[config.mk]
export PLATFORM = sky130hd
export DESIGN_NAME = abft_locate_correct
export DESIGN_NICKNAME = d
export VERILOG_FILES = /design/src/rtl/abft_locate_correct.sv
export SDC_FILE = /design/constraint.sdc
export NUM_CORES = 2
export LEC_CHECK = 0
export ABC_AREA = 1
export CORE_MARGIN = 2
export CORE_UTILIZATION = 40
export DETAILED_ROUTE_END_ITERATION = 10
export PLACE_DENSITY_LB_ADDON = 0.05
export SLEW_MARGIN = 20
export SYNTH_ARGS = -nofsm -noshare
export SYNTH_HDL_FRONTEND = slang
export SYNTH_SLANG_ARGS = --single-unit
[constraint.sdc]
create_clock -name clk -period 14.6 [get_ports clk]
set_input_delay 2.19 -clock clk [delete_from_list [all_inputs] [get_ports clk]]
set_output_delay 2.19 -clock clk [all_outputs]
set_load 0.005 [all_outputs]
[src/rtl/abft_locate_correct.sv]
// ABFT locate/correct stage: recomputes row/column sums of a 4x4 product,
// locates a single faulty element against the expected checksums and fixes it.
module abft_locate_correct #(
  parameter int unsigned DW = 16,
  parameter int unsigned CW = 18
) (
  input  logic             clk,
  input  logic             rst,
  input  logic             start,
  input  logic [16*DW-1:0] z_flat,
  input  logic [4*CW-1:0]  exp_row,
  input  logic [4*CW-1:0]  exp_col,
  output logic [16*DW-1:0] zc_flat,
  output logic             busy,
  output logic             done,
  output logic [1:0]       status,
  output logic [1:0]       err_row,
  output logic [1:0]       err_col
);

  localparam int unsigned DTW = CW + 1;
  localparam int unsigned FW  = CW + 2;

  localparam logic [1:0] S_IDLE   = 2'd0;
  localparam logic [1:0] S_ROW    = 2'd1;
  localparam logic [1:0] S_COL    = 2'd2;
  localparam logic [1:0] S_DECIDE = 2'd3;

  localparam logic [1:0] ST_CLEAN  = 2'b00;
  localparam logic [1:0] ST_CORR   = 2'b01;
  localparam logic [1:0] ST_UNCORR = 2'b10;
  localparam logic [1:0] ST_CKSUM  = 2'b11;

  logic [1:0]       r_state, w_state_nxt;
  logic [1:0]       r_cnt;
  logic [16*DW-1:0] r_z;
  logic [4*CW-1:0]  r_exp_row, r_exp_col;
  logic [CW-1:0]    r_sum;
  logic             r_sum_vld, r_sum_col;
  logic [1:0]       r_sum_idx;
  logic [3:0]       r_row_miss, r_col_miss;
  logic [DTW-1:0]   r_row_delta [4];
  logic [DTW-1:0]   r_col_delta [4];

  logic [CW-1:0]    w_sum;
  logic [CW-1:0]    w_exp_sel;
  logic [DTW-1:0]   w_delta;
  logic [2:0]       w_nr, w_nc;
  logic [1:0]       w_er, w_ec;
  logic [DTW-1:0]   w_delta_r, w_delta_c;
  logic [DW-1:0]    w_zsel;
  logic [FW-1:0]    w_fix;
  logic             w_fix_ok;
  logic [1:0]       w_status;
  logic [16*DW-1:0] w_zc;
  logic             w_decide;

  // Sum of the row or column selected by the line counter
  always_comb begin
    w_sum = '0;
    for (int t = 0; t < 4; t++) begin
      if (r_state == S_COL) w_sum = w_sum + CW'(r_z[DW*(4*t + 32'(r_cnt)) +: DW]);
      else                  w_sum = w_sum + CW'(r_z[DW*(4*32'(r_cnt) + t) +: DW]);
    end
  end

  // Compare stage runs one cycle behind the summation
  always_comb begin
    w_exp_sel = r_sum_col ? r_exp_col[CW*r_sum_idx +: CW] : r_exp_row[CW*r_sum_idx +: CW];
    w_delta   = DTW'(w_exp_sel) - DTW'(r_sum);
  end

  // Classification from the per-line mismatch flags and deltas
  always_comb begin
    w_nr = 3'($countones(r_row_miss));
    w_nc = 3'($countones(r_col_miss));
    w_er = 2'd0;
    w_ec = 2'd0;
    for (int i = 3; i >= 0; i--) begin
      if (r_row_miss[i]) w_er = 2'(i);
      if (r_col_miss[i]) w_ec = 2'(i);
    end
    w_delta_r = r_row_delta[w_er];
    w_delta_c = r_col_delta[w_ec];
    w_zsel    = r_z[DW*(4*32'(w_er) + 32'(w_ec)) +: DW];
    w_fix     = FW'(w_zsel) + {{(FW-DTW){w_delta_r[DTW-1]}}, w_delta_r};
    w_fix_ok  = (w_fix[FW-1:DW] == '0);
    w_zc      = r_z;
    if (w_nr == 3'd0 && w_nc == 3'd0) begin
      w_status = ST_CLEAN;
    end else if (w_nr == 3'd1 && w_nc == 3'd1 && w_delta_r == w_delta_c && w_fix_ok) begin
      w_status = ST_CORR;
      w_zc[DW*(4*32'(w_er) + 32'(w_ec)) +: DW] = w_fix[DW-1:0];
    end else if ((w_nr == 3'd1 && w_nc == 3'd0) || (w_nr == 3'd0 && w_nc == 3'd1)) begin
      w_status = ST_CKSUM;
    end else begin
      w_status = ST_UNCORR;
    end
  end

  // DECIDE waits until the last column compare has landed
  assign w_decide = (r_state == S_DECIDE) && !r_sum_vld;

  always_comb begin
    w_state_nxt = r_state;
    case (r_state)
      S_IDLE:   if (start && !busy) w_state_nxt = S_ROW;
      S_ROW:    if (r_cnt == 2'd3)  w_state_nxt = S_COL;
      S_COL:    if (r_cnt == 2'd3)  w_state_nxt = S_DECIDE;
      S_DECIDE: if (!r_sum_vld)     w_state_nxt = S_IDLE;
      default:                      w_state_nxt = S_IDLE;
    endcase
  end

  always_ff @(posedge clk) begin
    if (rst) r_state <= S_IDLE;
    else     r_state <= w_state_nxt;
  end

  always_ff @(posedge clk) begin
    if (rst) begin
      r_cnt      <= '0;
      r_z        <= '0;
      r_exp_row  <= '0;
      r_exp_col  <= '0;
      r_sum      <= '0;
      r_sum_vld  <= 1'b0;
      r_sum_col  <= 1'b0;
      r_sum_idx  <= '0;
      r_row_miss <= '0;
      r_col_miss <= '0;
      for (int i = 0; i < 4; i++) begin
        r_row_delta[i] <= '0;
        r_col_delta[i] <= '0;
      end
      zc_flat    <= '0;
      busy       <= 1'b0;
      done       <= 1'b0;
      status     <= '0;
      err_row    <= '0;
      err_col    <= '0;
    end else begin
      done      <= 1'b0;
      r_sum_vld <= 1'b0;
      if (r_sum_vld) begin
        if (r_sum_col) begin
          r_col_miss[r_sum_idx]  <= (w_delta != '0);
          r_col_delta[r_sum_idx] <= w_delta;
        end else begin
          r_row_miss[r_sum_idx]  <= (w_delta != '0);
          r_row_delta[r_sum_idx] <= w_delta;
        end
      end
      case (r_state)
        S_IDLE: begin
          // busy stays up through the done cycle so a start there is dropped
          if (busy) begin
            busy <= 1'b0;
          end else if (start) begin
            r_z        <= z_flat;
            r_exp_row  <= exp_row;
            r_exp_col  <= exp_col;
            r_cnt      <= '0;
            r_row_miss <= '0;
            r_col_miss <= '0;
            busy       <= 1'b1;
          end
        end
        S_ROW, S_COL: begin
          r_sum     <= w_sum;
          r_sum_vld <= 1'b1;
          r_sum_col <= (r_state == S_COL);
          r_sum_idx <= r_cnt;
          r_cnt     <= r_cnt + 2'd1;
        end
        S_DECIDE: begin
          if (w_decide) begin
            zc_flat <= w_zc;
            status  <= w_status;
            err_row <= w_er;
            err_col <= w_ec;
            done    <= 1'b1;
          end
        end
        default: ;
      endcase
    end
  end

endmodule

* After elaboration in Yosys (flattened, before gate mapping)
Memories as Yosys holds them, arrays and structs flattened.
Cells that the tools add are included.
** Word-level totals
- ROM bits :: 0
- Memories :: 2
- Bits in latches :: 0
- Flip-flop bits (word level) :: 698
- RAM bits :: 152
** Operators by class
- Bitwise operators :: 2
- Magnitude comparators :: 2
- Muxes and demuxes :: 61
- Divide/modulo/power cells :: 0
- Reduce and logical (&&, ||, !) cells :: 26
- $mul :: 1
- Equality and inequality tests :: 13
- Shifts and indexed selects :: 13
- Add/sub/neg operators :: 23
** Memories
- r_col_delta :: words 4, bits a word 19, rd ports 1, clocked after Yosys merged registers in 0, wr ports 4, line 43 : logic [DTW-1:0] r_col_delta [4];
- r_row_delta :: words 4, bits a word 19, rd ports 1, clocked after Yosys merged registers in 0, wr ports 4, line 42 : logic [DTW-1:0] r_row_delta [4];
** Operators by type and width (number)
- $shiftx A256 B10 Y16 :: 5
- $mux W256 :: 2
- $shiftx A256 B9 Y16 :: 2
- $bwmux W256 :: 1
- $shift A16 B34 Y256 const A :: 1
- $shiftx A16 B34 Y256 :: 1
- $shiftx A256 B33 Y16 :: 1
- $shiftx A256 B7 Y16 :: 1
- $shiftx A72 B8 Y18 :: 2
- $add A18 B16 Y18 :: 6
- $mux W18 :: 4
- $mux W4 :: 10
- $mux W19 :: 2
- $reduce_or A19 Y1 :: 2
- $mux W2 :: 18
- $neg A9 Y34 :: 1
- $add A17 B19 Y20 :: 1
- $eq A19 B19 Y1 :: 1
- $reduce_bool A19 Y1 :: 1
- $sub A18 B18 Y19 :: 1
- $mux W1 :: 18
- $mux W16 :: 1
- $add A4 B2 Y5 const A :: 2
- $add A4 B2 Y5 const B :: 2
- 30 further kinds :: 55

* Depth between registers and ports, before layout
- Depth in word-level cells :: 11
- Gate-level depth with buffers :: 43
- Depth with buffers taken out :: 41

* Worst setup path after synthesis
OpenSTA, ideal clock, no wires.
- Path kind :: reg-to-reg
- Start :: reg r_state[0]
- End :: reg r_sum[16]
- Buffers on the path :: 3
- Library setup time :: 115 ps
- Clock period less this slack :: 5890 ps
- Arrival :: 5774 ps
- Path slack :: 8710 ps
- Cell stages (with the launch flop) :: 35
- Cells stage by stage :: dfxtp_1 > inv_1 > ha_1 > clkbuf_1 > nand2_1 > clkbuf_1 > clkbuf_1 > o221ai_1 > a21oi_1 > ha_1 > inv_1 > fa_1 > o21ai_0 > nand2_1 > nand2_1 > a21oi_1 > o21ai_0 > a31oi_1 > o21ai_0 > a21oi_1 > xnor2_1 > ha_1 > a21oi_1 > o21ai_0 > a21oi_1 > nand2_1 > xnor2_1 > inv_1 > ha_1 > nand2_1 > o221ai_1 > a221oi_1 > nor2_1 > o21ai_0 > inv_1
** On the way
- Longest elaborated chain between the ends :: 8
- Elaborated cells between the ends (all ways) :: 13
- Those cells by class :: add/sub (6); eq/ne (2); mux (4); reduce/logical (1)
** Ends and longest elaborated chain
- from (decl) :: line 34 : logic [1:0] r_state, w_state_nxt;
- from (signal assigned) :: line 117 : else r_state <= w_state_nxt;
- $eq A2 B2 Y1 :: line 62, 154
- $mux W16 :: line 62 : if (r_state == S_COL) w_sum = w_sum + CW'(r_z[DW*(4*t + 32'(r_cnt)) +: DW]);
- $add A18 B16 Y18 (on tied branches) :: line 63, 62
- $mux W18 :: line 62
- $add A18 B16 Y18 (on tied branches) :: line 63, 62
- $mux W18 :: line 62
- $add A18 B16 Y18 (on tied branches) :: line 63, 62
- $mux W18 :: line 62
- to (signal assigned) :: line 170 : r_sum <= w_sum;
- to (decl) :: line 38 : logic [CW-1:0] r_sum;
Parallel ways exist; a longest one is shown, timed or not.
A chain may end at the register's enable or synchronous reset.

* Worst setup path in the final report
- Start :: reg r_col_miss[0]
- End :: reg zc_flat[113]
** On the way
- Longest elaborated chain between the ends :: 8
- Elaborated cells between the ends (all ways) :: 21
- Those cells by class :: add/sub (5); eq/ne (2); shift (3); mux (4); reduce/logical (6); memory (1)
** Ends and longest elaborated chain
- from (decl) :: line 41 : logic [3:0] r_row_miss, r_col_miss;
- from (signal, indexed assignment) :: line 147 : r_col_miss[r_sum_idx] <= (w_delta != '0);
- $mux W2 or $add A1 B1 Y2 (tied branches) :: line 81, 76
- $add A4 B2 Y5 or $add A2 B2 Y3 (tied branches) :: line 85, 93, 76
- $shiftx A256 B33 Y16 or $eq A3 B1 Y1 (tied branches) :: line 85, 91
- $add A17 B19 Y20 or $logic_and A1 B1 Y1 (tied branches) :: line 86, 91
- $shiftx A16 B34 Y256 (tied with other cells) :: line 93 : w_zc[DW*(4*32'(w_er) + 32'(w_ec)) +: DW] = w_fix[DW-1:0];
- $bwmux W256 or $logic_and A1 B1 Y1 (tied branches) :: line 93, 91
- $mux W256 :: line 91 : end else if (w_nr == 3'd1 && w_nc == 3'd1 && w_delta_r == w_delta_c && w_fix_ok) begin
- $mux W256 * :: line 89 : if (w_nr == 3'd0 && w_nc == 3'd0) begin
- to (signal assigned) :: line 178 : zc_flat <= w_zc;
- to (decl) :: line 13 : output logic [16*DW-1:0] zc_flat,
Mark *: on every way between the ends. The rest lies on a longest branch, timed or not.

==> results.json <==
{
  "die_w_um": 361,
  "ios": 667,
  "async_flop_share": 0,
  "period_minus_slack_ps": 8400,
  "vias_per_cell": 6.20,
  "yosysMostFrequentCell": "nand2_1",
  "ys.warnings.count": 0,
  "clock_path_buffers": 3,
  "syn_nets": 8339,
  "routed_wl_mm": 314,
  "final_nets": 8597,
  "slew_headroom": 0.0421,
  "yosysSeqAreaShare": 0.364,
  "hold_depth": 2,
  "synthMuxAreaShare": 0,
  "grt_pass1_vias": 55400,
  "fin_skew_ps": 49.6,
  "maxCapViolCount": 0,
  "yosysTopAreaCellShare": 0.275,
  "grt_max_degree": 175,
  "grt_pass1_wl_mm": 430,
  "worst_ep_required_time_ps": 15290,
  "dp_hpwl_mm": 235,
  "fmax_ghz": 0.119,
  "cts.sinks": 850,
  "drc_errors": 1,
  "start_kind": "register",
  "rsz0062_at_grt": "false",
  "antenna_found_initial": 44,
  "yosys.area_share.simple": 0.280,
  "hp-start": "r_exp_row[36]$_SDFFE_PP0P_",
  "hold_end": "r_exp_row[36]$_SDFFE_PP0P_",
  "floorplan.initialDensity": 0.404,
  "hp-class": "register to register",
  "synth-compound-area-share": 0.220,
  "finalHoldViolCount": 0,
  "timing.hold.ws_ps": 451,
  "dp.cells": 9639,
  "synthTopCellsByCount": "nand2_1 (1873), o21ai_0 (984), a21oi_1 (885)",
  "critPathMaxFanout": 174,
  "yosys.area_share.adder": 0.0256,
  "yosys_register_bits": 850,
  "post_cts_resized": 0,
  "r2r_setup_slack_ps": 6200,
  "syn-cell-area_um2": 50900,
  "ys_types": 50,
  "drtPass1Iterations": 11,
  "crit_type": "register to register",
  "syn2layout_area_growth_pct": 21.1,
  "path_clk_slew_ps": 60,
  "place.port_buffers": 666,
  "synth_area_per_cell_um2": 6.49,
  "final_util": 0.489,
  "antenna_left": 0,
  "yosysTopAreaCell": "dfxtp_1",
  "critPathCaptureType": "register",
  "synth_ff_type": "dfxtp_1",
  "tritoncts": "yes",
  "tns_ps": 0,
  "drive_above_1_share": 0.0400,
  "synth_edf_count": 152,
  "cts_root_buffer": "clkbuf_16",
  "power_density_nw_per_um2": 239,
  "vdd_drop_max_v": 0.000345,
  "wl_per_cell_um": 31.9,
  "grtUsageTotal": 0.465,
  "clk_latency_ps": 790,
  "core_um2": 126000,
  "r2r-start": "r_col_miss[0]$_SDFF_PP0_",
  "synthXorXnorAreaFrac": 0.0103,
  "status": "complete, but fails checks",
  "htreeDepth": 3,
  "cts_hold_buf": 0,
  "power_leakage_nw": 24.6,
  "dr.first_iter.drc_count": 9808,
  "routabilityCongestion": 1.17,
  "synth.area.top_cells": "dfxtp_1 (27%), nand2_1 (14%), o21ai_0 (9.7%)",
  "dieArea_um2": 130000,
  "cp.arrival_ps": 9100,
  "num_rows": 130,
  "cts_buffers": 98,
  "die_h_um": 361,
  "synth_top_family_by_area": "simple AND/OR/NAND/NOR gates",
  "cts_setup_buffers": 0,
  "reg2reg_depth": 26,
  "vias": 61000,
  "violations": "design-rule violations",
  "synth_cells": 7836,
  "tightest_slew_ps": 1420,
  "rr_endpoint": "zc_flat[113]$_SDFFE_PP0P_",
  "finalSetupViolCount": 0,
  "drv_slew": 0,
  "fin_cells": 9841,
  "final.period_utilization": 0.576,
  "grt-ovfl-total": 0
}
[cell type report]
| type | count | area, um^2 |
|---|---|---|
| Clock buffer | 137 | 2790 |
| Multi-Input combinational cell | 5690 | 27500 |
| Tap cell | 1650 | 2060 |
| Timing Repair Buffer | 775 | 7550 |
| Fill cell | 13100 | 64300 |
| Inverter | 679 | 2580 |
| Antenna cell | 16 | 40.0 |
| Clock inverter | 44 | 559 |
| Sequential cell | 850 | 18500 |
[cell families after synthesis]
kind of cell / Yosys count
xor gates and xnor gates: 60
and+or+nand+nor: 3416
DFF: 850
adders and majority gates: 100
buffers and inverters: 1296
AOI/OAI and AO/OA: 2114
[routing by layer]
metal	wire (um)	vias up	share of wire	global-route usage
li1	-	26700	-	-
met1	116000	29100	0.37	0.562
met2	132000	4248	0.42	0.683
met3	35600	1013	0.11	0.144
met4	30300	26	0.096	0.364
met5	173	-	0.00055	0
[critical path, cell delays in order, from the launching register on]
cell	delay, ps
dfxtp_1	330
inv_2	620
nand2_8	550
buf_4	530
a21oi_1	220
o21ai_0	150
nand3_1	240
o211ai_1	320
buf_4	330
nand2_1	80
inv_1	70
ha_1	260
fa_1	480
nand3_1	100
nand3_1	190
nand3_1	160
nand3_1	120
a21oi_1	300
xor2_1	200
nand3_1	140
nor2_4	160
buf_12	470
buf_4	940
nand3_1	150
nand2_1	300
nand2_1	90
a21oi_1	150
[state kept, by name, summed over array words and instances, names as in the netlist]
register     flops
r_z            256
r_row_delta     76
r_sum           18
busy             1
zc_flat        256
r_sum_col        1
status           2
done             1
r_state          2
r_sum_idx        2
r_exp_row       72
err_row          2
r_cnt            2
r_col_miss       4
r_exp_col       72
err_col          2
r_col_delta     76
r_sum_vld        1
r_row_miss       4
[cells in the final DEF (no fill, tap or decap), types with 16 or more instances in the layout]
cell	n
clkbuf_1	21
buf_4	103
inv_1	656
ha_1	90
o211ai_1	90
nor3_1	35
nand4_1	171
xnor2_1	16
dfxtp_1	697
clkdlybuf4s50_1	665
nand2_1	1868
nor2_1	621
a31oi_1	17
edfxtp_1	152
xor2_1	42
clkbuf_16	99
clkbuf_8	17
a21oi_1	884
diode_2	16
o21ai_0	980
nand3_1	672
o22ai_1	41
o221ai_1	24
[where the power goes]
group          leakage (nW)  internal (W)  switching [W]
registers              7.28       0.00288       0.000532
logic                  15.7       0.00230        0.00640
clock network          1.62       0.00149        0.00113
[per-stage QoR]
stage	worst slack, ps	cell area [um^2]	total power, W
global placement	6540	58100	0.0117
finish	6200	61600	0.0147
detailed placement	6590	58100	0.0117
floorplan	8710	50900	0.00818
CTS	6580	61500	0.0143
global route	5880	61600	0.0153
[how the worst max path moves through the flow]
stage                                   from                         to  slack [ps]  cells past startpoint
floorplan            r_state[0]$_SDFFE_PP0P_     r_sum[16]$_SDFFE_PP0N_        8710                     34
CTS                  r_state[0]$_SDFFE_PP0P_     r_sum[17]$_SDFFE_PP0N_        6580                     42
global placement     r_state[0]$_SDFFE_PP0P_     r_sum[17]$_SDFFE_PP0N_        6540                     42
finish              r_col_miss[0]$_SDFF_PP0_  zc_flat[113]$_SDFFE_PP0P_        6200                     26
detailed placement   r_state[0]$_SDFFE_PP0P_     r_sum[17]$_SDFFE_PP0N_        6590                     42
global route         r_state[0]$_SDFFE_PP0P_     r_sum[17]$_SDFFE_PP0N_        5880                     42
Power figures use the tool's default switching activity.
